## src/rtl/time_tmr_rr_arbiter.sv

```systemverilog
// time_tmr_rr_arbiter
//   Round-robin arbiter feeding one time-redundant (time-TMR) pipeline.
//   Grants are presented with zero latency while IDLE; a stalled grant is
//   locked until the downstream accepts it.  Accepted requester indices are
//   queued in order so the completion side can report which requester owns
//   the oldest outstanding transaction.  Grants stop while MaxOutstanding
//   transactions are in flight.
//
// Ports
//   clk_i        clock, all state updates on the rising edge
//   rst_i        synchronous active-high reset
//   req_valid_i  per-requester valid
//   req_data_i   per-requester payload
//   req_ready_o  per-requester accept (only the granted bit can be set)
//   data_o       payload of the presented requester
//   idx_o        index of the presented requester (0 when valid_o=0)
//   valid_o      downstream valid
//   ready_i      downstream ready
//   done_i       one pulse per in-order completion at the TMR end stage
//   done_idx_o   requester index of the oldest outstanding transaction
//   busy_o       at least one transaction outstanding
//   full_o       MaxOutstanding transactions outstanding
module time_tmr_rr_arbiter #(
  parameter int  NumReq         = 4,
  parameter type DataType       = logic,
  parameter int  MaxOutstanding = 4,
  localparam int IdxW           = ($clog2(NumReq) > 1) ? $clog2(NumReq) : 1,
  localparam int CntW           = $clog2(MaxOutstanding + 1)
) (
  input  logic                clk_i,
  input  logic                rst_i,
  input  logic [NumReq-1:0]   req_valid_i,
  input  DataType             req_data_i [NumReq],
  output logic [NumReq-1:0]   req_ready_o,
  output DataType             data_o,
  output logic [IdxW-1:0]     idx_o,
  output logic                valid_o,
  input  logic                ready_i,
  input  logic                done_i,
  output logic [IdxW-1:0]     done_idx_o,
  output logic                busy_o,
  output logic                full_o
);

  localparam int PtrW = (MaxOutstanding > 1) ? $clog2(MaxOutstanding) : 1;

  typedef enum logic {IDLE, LOCKED} state_e;

  state_e          state_q;
  logic [IdxW-1:0] lock_idx_q;
  logic [IdxW-1:0] rr_q;
  logic [CntW-1:0] cnt_q;
  logic [PtrW-1:0] wr_ptr_q;
  logic [PtrW-1:0] rd_ptr_q;
  logic [IdxW-1:0] fifo_q [MaxOutstanding];

  logic            arb_found;
  logic [IdxW-1:0] arb_idx;
  logic [IdxW-1:0] cand;
  logic [IdxW-1:0] grant_idx;
  logic [IdxW-1:0] next_rr;
  logic            has_room;
  logic            push;
  logic            pop;

  function automatic logic [PtrW-1:0] ptr_inc(input logic [PtrW-1:0] p);
    return (p == PtrW'(MaxOutstanding - 1)) ? '0 : p + PtrW'(1);
  endfunction

  // Search starts at rr_q and wraps, so the first hit is the round-robin winner.
  // NOTE: every variable driven here gets a default before the loop, otherwise
  // paths that skip an assignment would infer a latch.
  always_comb begin
    arb_found = 1'b0;
    arb_idx   = '0;
    cand      = '0;
    for (int i = 0; i < NumReq; i++) begin
      cand = IdxW'((int'(rr_q) + i) % NumReq);
      if (!arb_found && req_valid_i[cand]) begin
        arb_found = 1'b1;
        arb_idx   = cand;
      end
    end
  end

  // While LOCKED the stored index is presented regardless of the arbiter, and
  // the requester is assumed to keep its valid high until accepted.
  assign grant_idx = (state_q == LOCKED) ? lock_idx_q : arb_idx;
  assign has_room  = (cnt_q < CntW'(MaxOutstanding));
  assign valid_o   = !rst_i && ((state_q == LOCKED) || (arb_found && has_room));
  assign idx_o     = valid_o ? grant_idx : '0;
  assign data_o    = req_data_i[grant_idx];

  assign push    = valid_o && ready_i;
  assign pop     = done_i && busy_o;
  assign next_rr = (grant_idx == IdxW'(NumReq - 1)) ? '0 : grant_idx + IdxW'(1);

  always_comb begin
    req_ready_o = '0;
    if (push) req_ready_o[grant_idx] = 1'b1;
  end

  assign busy_o     = !rst_i && (cnt_q != '0);
  assign full_o     = !rst_i && (cnt_q == CntW'(MaxOutstanding));
  assign done_idx_o = busy_o ? fifo_q[rd_ptr_q] : '0;

  // NOTE: sequential state uses non-blocking assignments so every register
  // samples the pre-edge values, independent of statement order.
  always_ff @(posedge clk_i) begin
    if (rst_i) begin
      state_q    <= IDLE;
      lock_idx_q <= '0;
      rr_q       <= '0;
      cnt_q      <= '0;
      wr_ptr_q   <= '0;
      rd_ptr_q   <= '0;
    end else begin
      case (state_q)
        IDLE: begin
          if (valid_o && !ready_i) begin
            state_q    <= LOCKED;
            lock_idx_q <= arb_idx;
          end
        end
        LOCKED: begin
          if (ready_i) state_q <= IDLE;
        end
        default: state_q <= IDLE;
      endcase

      if (push) rr_q <= next_rr;

      // Push and pop together leave the count unchanged.
      if (push && !pop)      cnt_q <= cnt_q + CntW'(1);
      else if (pop && !push) cnt_q <= cnt_q - CntW'(1);

      if (push) wr_ptr_q <= ptr_inc(wr_ptr_q);
      if (pop)  rd_ptr_q <= ptr_inc(rd_ptr_q);
    end
  end

  // NOTE: the index storage has no reset; entries are only observed when the
  // count says they were written, so clearing them would add reset fanout only.
  always_ff @(posedge clk_i) begin
    if (push) fifo_q[wr_ptr_q] <= grant_idx;
  end

endmodule

```

## config.mk

```make
export PLATFORM = sky130hd
export DESIGN_NAME = time_tmr_rr_arbiter
export DESIGN_NICKNAME = d
export VERILOG_FILES = /design/src/rtl/time_tmr_rr_arbiter.sv
export SDC_FILE = /design/constraint.sdc
export NUM_CORES = 1
export LEC_CHECK = 0
export BUFFER_PORTS_ARGS = -buffer_cell sky130_fd_sc_hd__buf_2
export CAP_MARGIN = 20
export CORE_ASPECT_RATIO = 1.5
export CORE_MARGIN = 5
export CORE_UTILIZATION = 40
export DETAILED_ROUTE_END_ITERATION = 10
export MAX_ROUTING_LAYER = met4
export PLACE_DENSITY = 0.66
export SLEW_MARGIN = 25
export SYNTH_ARGS = -nofsm -noshare
export SYNTH_HDL_FRONTEND = slang
export SYNTH_SLANG_ARGS = --single-unit
```

## constraint.sdc

```tcl
create_clock -name clk_i -period 3.8 [get_ports clk_i]
set_input_delay 0.38 -clock clk_i [delete_from_list [all_inputs] [get_ports clk_i]]
set_output_delay 0.38 -clock clk_i [all_outputs]
set_load 0.01 [all_outputs]
```

==> summary.md, run 1 <==
| Metric | Value |
|---|---|
| Ratio of cells with drive above 1 in the final layout | 25.35% |
| Status | completed |
| CP max stage cell | nor3b_2 |
| Cell count after synthesis | around 120 |
| Reg-to-Reg End | cnt_q[2]$_SDFFE_PP0P_ |
| Synth-to-Final Area Change | 18.35% |
| Clk Latency, worst-skew pair | about 0.26 ns |
| Most frequent CP cell | inv_1 |
| CTS Buf Count | 3 |
| Period minus WS final | 2.657 ns |
| Initial antenna violation count | 0 |
| Synth top area share | 23.36% |
| Chip width | 54.72 um |
| Crit path to | cnt_q[2]$_SDFFE_PP0P_ |
| Pwr/cell area | 553.2 nW/um2 |
| R2R depth | 9 |
| Setup TNS | 0 ns |
| Sequential cell area | ~520 um2 |
| R2r setup slk | 1.14 ns |
| Number of remaining DRC errors | 0 |
| Crit-path max cell delay | around 0.7 ns |
| Post_cts resized | 0 |
| Top cells by area, synth | dfxtp_1 (23%), edfxtp_1 (20%), ha_1 (10%), and2_1 (5.2%), mux4_2 (3.8%) |
| Worst min-delay path class | in2reg |
| Total routed wirelength | 2298 um |
| Final period utilization | 69.92% |
| First-pass GRT wire length | 3864 um |
| Most frequent cells in the layout | buf_2 (23), dfxtp_1 (14), nor2_1 (11) |
| Seq/Total Area, Yosys | 43.38% |
| TritonCTS clock tree | built |
| Worst Path Max Fanout | 17 |
| Overall routing resource usage | 12.51% |
| Worst-path clk slew | 0.08 ns |
| RD Place Congestion | 0.8830 |
| CTS Hold Buffers Added | 0 |
| Vert. Die Dim | 77.08 um |
| Max Slew Vio Count | 0 |
| H-Tree Depth | 1 |
| Synthesized Nets | 140 |
| Slew HR | 42.85% |
| Sw Pwr | 245.4 uW |
| RSZ-0062 raised after global routing | no |
| Skew final | 0.003952 ns |
| Vias in the first global route | ~950 |
| Nets | 166 |
| Int Power | 540.2 uW |
| Post-CTS Setup Inserts | 0 |
| Critical path arrival | 2.85 ns |
| Drt pass-1 iters | 4 |
| Core area | 2913 um2 |
| Largest net degree at the start of global routing | 18 |
| Vias/cell | just under 5 |
| Multi-input combinational cell area | 630.6 um2 |
| Clk pwr share | 27.2% |
| Via count | 898 |
| Design Area, Final | 1420 um2 |
| Net Sw Frac | 31.23% |
| Syn. warnings | 0 |
| Count of input and output buffers | 23 |
| CP cell instances | inv_1, a21oi_2, nor3b_2, ha_1, inv_1, fa_1, xor2_1, or3_1, a21oi_1 |
| Most common cell after layout, fill and taps aside | buf_2 |
| IO Count | 24 |
| # rows | 24 |
| Power share of the combinational group | 30.8% |
| Dpl hpwl | 1811 um |
| Initial core utilization | 41.19% |
| Worst r2r src | cnt_q[2]$_SDFFE_PP0P_ |
| Sink Count | 22 |
| Critical path class | reg2reg |
| Critical Path Start | cnt_q[2]$_SDFFE_PP0P_ |
| Endpoint class of the critical path | flip-flop |
| # setup viols final | 0 |
| Max cap viols | 0 |
| Die ar. | about 4200 um2 |
| Antenna cells | 0 |
| Initial detailed-routing violation count | 11 |
| FMAX | approximately 380 MHz |
| Dpl cell area | 1349 um2 |
| DR WL/cell | 12.70 um |
| Hold path cells | 2 |
| Post-route ant nets | 0 |
| Worst Setup Start Kind | flip-flop |
| Clock Tree Root | clkbuf_8 |
| Static Leak | about 0.64 nW |
| Final Hold Viols | 0 |
| Synthesized flop and latch total | 22 |
| Syn_area_per_cell | 10.26 um2 |
| CP required | around 4.0 ns |
| Gr ovfl total | 0 |
| Post-synth cell types | 33 |
| Filler cells | 295 |
| CTS max path bufs | 2 |
| Worst Tran Pin Value | 0.8535 ns |
| Seq pwr share | 42.0% |
| Synth area leader | dfxtp_1 |
| Mapped Area | 1200 um2 |
| Peak VDD IR | 0.2207 mV |
==> per-stage QoR <==
stage,setup WS [ns],utilization [%],power [mW],instances,hold slack (ns)
3_3_place_gp,1.063,46.31,0.5624,177,0.4525
5_1_grt,0.8783,48.75,0.8404,181,0.3067
2_1_floorplan,1.518,-,0.5047,117,0.4422
6_report,1.143,48.75,0.7856,181,0.3159
3_5_place_dp,0.9511,46.31,0.5796,177,0.4727
4_1_cts,1.120,48.75,0.7963,181,0.3052
==> per-layer routing <==
layer  up-vias  GRT usage (%)  wire (um)
met4         0          5.486         39
met5         -              -          0
met3         6          1.938         90
li1        453              -          -
met2        27          20.73       1196
met1       412          14.15        972
==> cell families (layout without fill, tap and decap cells) <==
kind of cell	Yosys count	after routing	synth area share, %
mux	6	6	7.091
simple gates	49	49	21.90
fa+ha+maj	11	11	12.10
buf+inv	11	36	4.066
compound gates	16	16	10.01
xor+xnor	2	2	1.460
flops	22	22	43.38
==> power by group through the flow <==
stage                     clock, mW  sequential, mW  combinational, mW
after floorplan                   0           0.325              0.180
after global placement            0           0.332              0.230
after detailed placement          0           0.336              0.244
after CTS                     0.220           0.330              0.246
after global routing          0.227           0.336              0.277
final                         0.214           0.330              0.242
==> cell usage after synthesis (all sizes together) <==
master and instances:
and2 10, o21ai 3, a31oi 1, nor2 11, or4 1, clkbuf 1, a21oi 6, inv 9
nand2b 3, mux2i 4, xor2 2, or3 2, or2 1, nand2 9, buf 1, nor4 1
a21o 1, dfxtp 14, ha 10, nand3 3, mux4 2, o31ai 3, o32ai 1, a32oi 1
fa 1, nand3b 2, edfxtp 8, nor2b 2, nor3b 1, nor3 3
==> how the worst min path moves through the flow <==
stage / end / start
2_1_floorplan: lock_idx_q[0]$_SDFFE_PP0P_ / lock_idx_q[0]$_SDFFE_PP0P_
3_3_place_gp: lock_idx_q[0]$_SDFFE_PP0P_ / lock_idx_q[0]$_SDFFE_PP0P_
3_5_place_dp: lock_idx_q[0]$_SDFFE_PP0P_ / lock_idx_q[0]$_SDFFE_PP0P_
4_1_cts: state_q$_SDFF_PP0_ / ready_i
5_1_grt: state_q$_SDFF_PP0_ / ready_i
6_report: state_q$_SDFF_PP0_ / ready_i
==> cell type report <==
class	count	share of cell area, %
timing repair buffer	23	8.106
clock inverter	1	2.115
sequential	22	36.65
inverter	9	2.379
tap	39	3.436
multi-input combinational	84	44.41
clock buffer	3	2.907
==> sequential cells by signal, summed over array words and instances, names as in the netlist, named ones only <==
signal / flops
rd_ptr_q: 2
rr_q: 2
fifo_q: 8
lock_idx_q: 2
wr_ptr_q: 2
state_q: 1
cnt_q: 3
==> critical path: cells and delay by family (launching register included) <==
kind,cells,cell delay [ns]
buf+inv,2,0.19
compound gates,2,0.22
fa+ha+maj,2,0.68
simple gates,2,1.00
flops,1,0.34
xor+xnor,1,0.16
Power figures use the tool's default switching activity.
==> run 2: changes to the inputs <==
ABC_AREA = 1   (was not set)
PLACE_DENSITY = 0.65   (was 0.66)
clock period = 2.54 ns   (was 3.8 ns; I/O delays follow)
==> run 2 against run 1 <==
Compared with the run above:
- clock power up 51%
- register-to-register slack worse by 0.90 ns
- clock skew is 0.0026 ns lower
- synthesized cell count up 79%
- sequential share of layout area decreased by 6.8 points
- die area increased by 21%
==> summary.md, run 2 <==
| Metric | Value |
|---|---|
| Status | completed (unchanged) |
| CTS max path bufs | 2 (unchanged) |
| Critical path class | reg2out (was reg2reg) |
| Filler cells | 364 (was 295) |
| Critical path arrival | 2.10 ns (was 2.85 ns) |
| Post-synth cell types | 25 (was 33) |
| DP Worst Slack | 0.08281 ns (was 0.9511 ns) |
| Synth-to-Final Area Change | 17.81% (was 18.35%) |
| Setup TNS | 0 ns (unchanged) |
| Main combinational cell family by area after synthesis | simple AND/OR/NAND/NOR gates (unchanged) |
| Count of input and output buffers | 23 (unchanged) |
| RD Place Congestion | 0.8904 (was 0.8830) |
| Drt pass-1 iters | 4 (unchanged) |
| Max Slew Vio Count | 0 (unchanged) |
| TritonCTS clock tree | built (unchanged) |
| Seq/Total Area, Yosys | 34.78% (was 43.38%) |
| CP max stage cell | dfxtp_4 (was nor3b_2) |
| Reg-to-Reg End | cnt_q[2]$_SDFFE_PP0P_ (unchanged) |
| Initial detailed-routing violation count | 25 (was 11) |
| Asr flop ratio synth | 0% (unchanged) |
| Count leader, synth | nand2_1 (was dfxtp_1) |
| FMAX | 424.6 MHz |
| Vert. Die Dim | 84.91 um (was 77.08 um) |
| CP required | 2.29 ns (was 4.00 ns) |
| Hold Startpoint | ready_i (unchanged) |
| Syn. warnings | 0 (unchanged) |
| Largest net degree at the start of global routing | 14 (was 18) |
| CTS Buf Count | 3 (unchanged) |
| Skew final | 0.001327 ns (was 0.003952 ns) |
| Worst Tran Pin Value | 0.2928 ns (was 0.8535 ns) |
| Chip width | 59.94 um (was 54.72 um) |
| Dpl hpwl | 2293 um (was 1811 um) |
| Biggest regs | fifo_q: 8 flops, cnt_q: 3 flops (unchanged) |
| Synth Area in Compound Gates | 7.776% (was 10.01%) |
| RSZ-0062 raised after global routing | yes (was no) |
| Vias in the first global route | 1219 (was 945) |
| Worst min-delay path class | in2reg (unchanged) |
| Crit path max-delay family | simple AND/OR/NAND/NOR gates (unchanged) |
| Synth top area share | 18.73% (was 23.36%) |
| Top FF cell, synth | dfxtp_1 (unchanged) |
| Antenna cells | 0 (unchanged) |
| Setup ws final | 0.1850 ns (was 1.143 ns) |
| Post-CTS Setup Inserts | 0 (unchanged) |
| Mapped Area | 1496 um2 (was 1200 um2) |
| Synthesized flop and latch total | 22 (unchanged) |
| Number of synthesized flops with an enable pin | 8 (unchanged) |
| Die ar. | 5090 um2 (was 4218 um2) |
| Adder-Cell Fraction of Synth Area | 9.699% (was 12.10%) |
| Most common cell after layout, fill and taps aside | nand2_1 (was buf_2) |
| Multi-input combinational cell area | 810.8 um2 (was 630.6 um2) |
| Static Leak | 0.9309 nW (was 0.6390 nW) |
| Worst Path Max Fanout | 7 (was 17) |
| Max cap viols | 0 (unchanged) |
| Synth area leader | dfxtp_1 (unchanged) |
| Crit-path max cell delay | 0.39 ns (was 0.70 ns) |
| Endpoint class of the critical path | primary output (was flip-flop) |
| Sink Count | 22 (unchanged) |
| CTS Hold Buffers Added | 0 (unchanged) |
| Tot Pwr | 2.037 mW (was 785.6 uW) |
| Gr ovfl total | 0 (unchanged) |
| Worst Setup Start Kind | flip-flop (unchanged) |
| Cell count after synthesis | 210 (was 117) |
| Multiplexer share of the synthesized area | 0% (was 7.091%) |
| Initial antenna violation count | 0 (unchanged) |
| CP cell instances | buf_4, nand2_4, nand3_1, nand2_2, nor2_4, nand3_1, nand3_2, nand2_1, o21ai_4, ha_1, inv_1, nor2_1, buf_2 (was inv_1, a21oi_2, nor3b_2, ha_1, inv_1, fa_1, xor2_1, or3_1, a21oi_1) |
| Initial core utilization | 41.02% (was 41.19%) |
| H-Tree Depth | 1 (unchanged) |
| # rows | 27 (was 24) |
| IO Count | 24 (unchanged) |
| Final period utilization | 92.72% |
| Sequential cell area | 525.5 um2 (was 520.5 um2) |
| Synthesized Nets | 233 (was 140) |
| Synth Area in XOR/XNOR | 0% (was 1.460%) |
| Total routed wirelength | 2853 um (was 2298 um) |
| Most frequent CP cell | nand3_1 (was inv_1) |
| Ratio of cells with drive above 1 in the final layout | 23.01% (was 25.35%) |
| Clock Tree Root | clkbuf_8 (unchanged) |
| # setup viols final | 0 (unchanged) |
| Number of remaining DRC errors | 0 (unchanged) |
| Final Hold Viols | 0 (unchanged) |
| R2r setup slk | 0.24 ns (was 1.14 ns) |
| Post-route ant nets | 0 (unchanged) |
| List of most frequent post-synthesis cells | nand2_1 (49), inv_1 (36), nor2_1 (30), nand3_1 (18), dfxtp_1 (14) (was dfxtp_1 (14), nor2_1 (11), and2_1 (10), ha_1 (10)) |
| Via count | 1275 (was 898) |
| DR WL/cell | 10.12 um (was 12.70 um) |
| Clk Latency, worst-skew pair | 0.26 ns (about the same) |
| Simple-gate share of the synthesized area | 35.54% (was 21.90%) |
| Crit path buf inv count | 3 (was 2) |
| Vias/cell | 4.521 (was 4.961) |
| Period minus WS final | between 2 and 2.5 ns |
| Most frequent cells in the layout | nand2_1 (49), inv_1 (35), nor2_1 (30) (was buf_2 (23), dfxtp_1 (14), nor2_1 (11)) |
| Pwr/cell area | 1156 nW/um2 (was 553.2 nW/um2) |
| Worst r2r src | rr_q[0]$_SDFFE_PP0P_ (was cnt_q[2]$_SDFFE_PP0P_) |
| Worst-path clk slew | 0.08 ns (about the same) |
| Biggest register | fifo_q (unchanged) |
| Slew HR | 80.48% (was 42.85%) |
| Syn_area_per_cell | 7.126 um2 (was 10.26 um2) |
| R2R depth | 17 (was 9) |
| Top cells by area, synth | dfxtp_1 (19%), edfxtp_1 (16%), nand2_1 (12%), inv_1 (9.0%), ha_1 (8.4%) (was dfxtp_1 (23%), edfxtp_1 (20%), ha_1 (10%), and2_1 (5.2%), mux4_2 (3.8%)) |
| Nets | 263 (was 166) |
| Hold path cells | 2 (unchanged) |
| Min-Delay Endpoint | state_q$_SDFF_PP0_ (unchanged) |
| Core area | 3649 um2 (was 2913 um2) |
| Max reg flops | 8 (unchanged) |
| Peak VDD IR | 0.5625 mV (was 0.2207 mV) |
| Overall routing resource usage | 13.05% (was 12.51%) |
| First-pass GRT wire length | 5119 um (was 3864 um) |
[run 2: timing repair]
action,CTS,global route
endpoints found under the setup margin,0,6
endpoints found under the hold margin,0,0
resized for setup,0,10
[run 2: worst max-delay path by stage]
| stage | start | to | slack [ns] | cells after the start |
|---|---|---|---|---|
| 2_1_floorplan | rr_q[0]$_SDFFE_PP0P_ | cnt_q[2]$_SDFFE_PP0P_ | 0.25 | 18 |
| 3_3_place_gp | rr_q[0]$_SDFFE_PP0P_ | cnt_q[2]$_SDFFE_PP0P_ | 0.15 | 17 |
| 3_5_place_dp | rr_q[0]$_SDFFE_PP0P_ | cnt_q[2]$_SDFFE_PP0P_ | 0.08 | 17 |
| 4_1_cts | rr_q[0]$_SDFFE_PP0P_ | req_ready_o[3] | 0.03 | 13 |
| 5_1_grt | rr_q[1]$_SDFFE_PP0P_ | cnt_q[2]$_SDFFE_PP0P_ | -0.01 | 18 |
| 6_report | rr_q[0]$_SDFFE_PP0P_ | req_ready_o[3] | 0.19 | 13 |
[run 2: per-stage QoR]
stage / cells / util, % / cell area, um2 / hold slack, ns
2_1_floorplan: 210 / - / 1496 / 0.3264
3_3_place_gp: 278 / 45.68 / 1667 / 0.4809
3_5_place_dp: 278 / 45.68 / 1667 / 0.4892
4_1_cts: 282 / 47.63 / 1738 / 0.2013
5_1_grt: 282 / 48.32 / 1763 / 0.2188
6_report: 282 / 48.32 / 1763 / 0.2090
[run 2: metal layers]
layer  global-route usage, %  wire length, um  vias up
met3                   1.218               91        4
li1                        -                -      711
met5                       -                0        -
met4                   5.444               56        0
met2                   21.06             1427       18
met1                   16.26             1278      542
[run 2: where the power goes]
part | switching (mW) | total, mW | internal [mW]
clock network | 0.114 | 0.324 | 0.210
logic | 0.736 | 1.15 | 0.413
registers | 0.0744 | 0.564 | 0.490
total | 0.924 | 2.04 | 1.11
[run 2: cell families (layout without fill, tap and decap cells)]
group,Yosys count,count (layout)
adder cells (fa/ha/maj),11,11
AND/OR/NAND/NOR,114,114
AO/OA/AOI/OAI,21,21
flip-flops,22,22
buffers and inverters,42,71
[run 2: cell type report]
class,count,area share (%)
Sequential cell,22,29.81
Clock inverter,1,1.703
Timing Repair Buffer,28,8.659
Tap cell,43,3.052
Multi-Input combinational cell,146,45.99
Inverter,39,8.446
Clock buffer,3,2.342
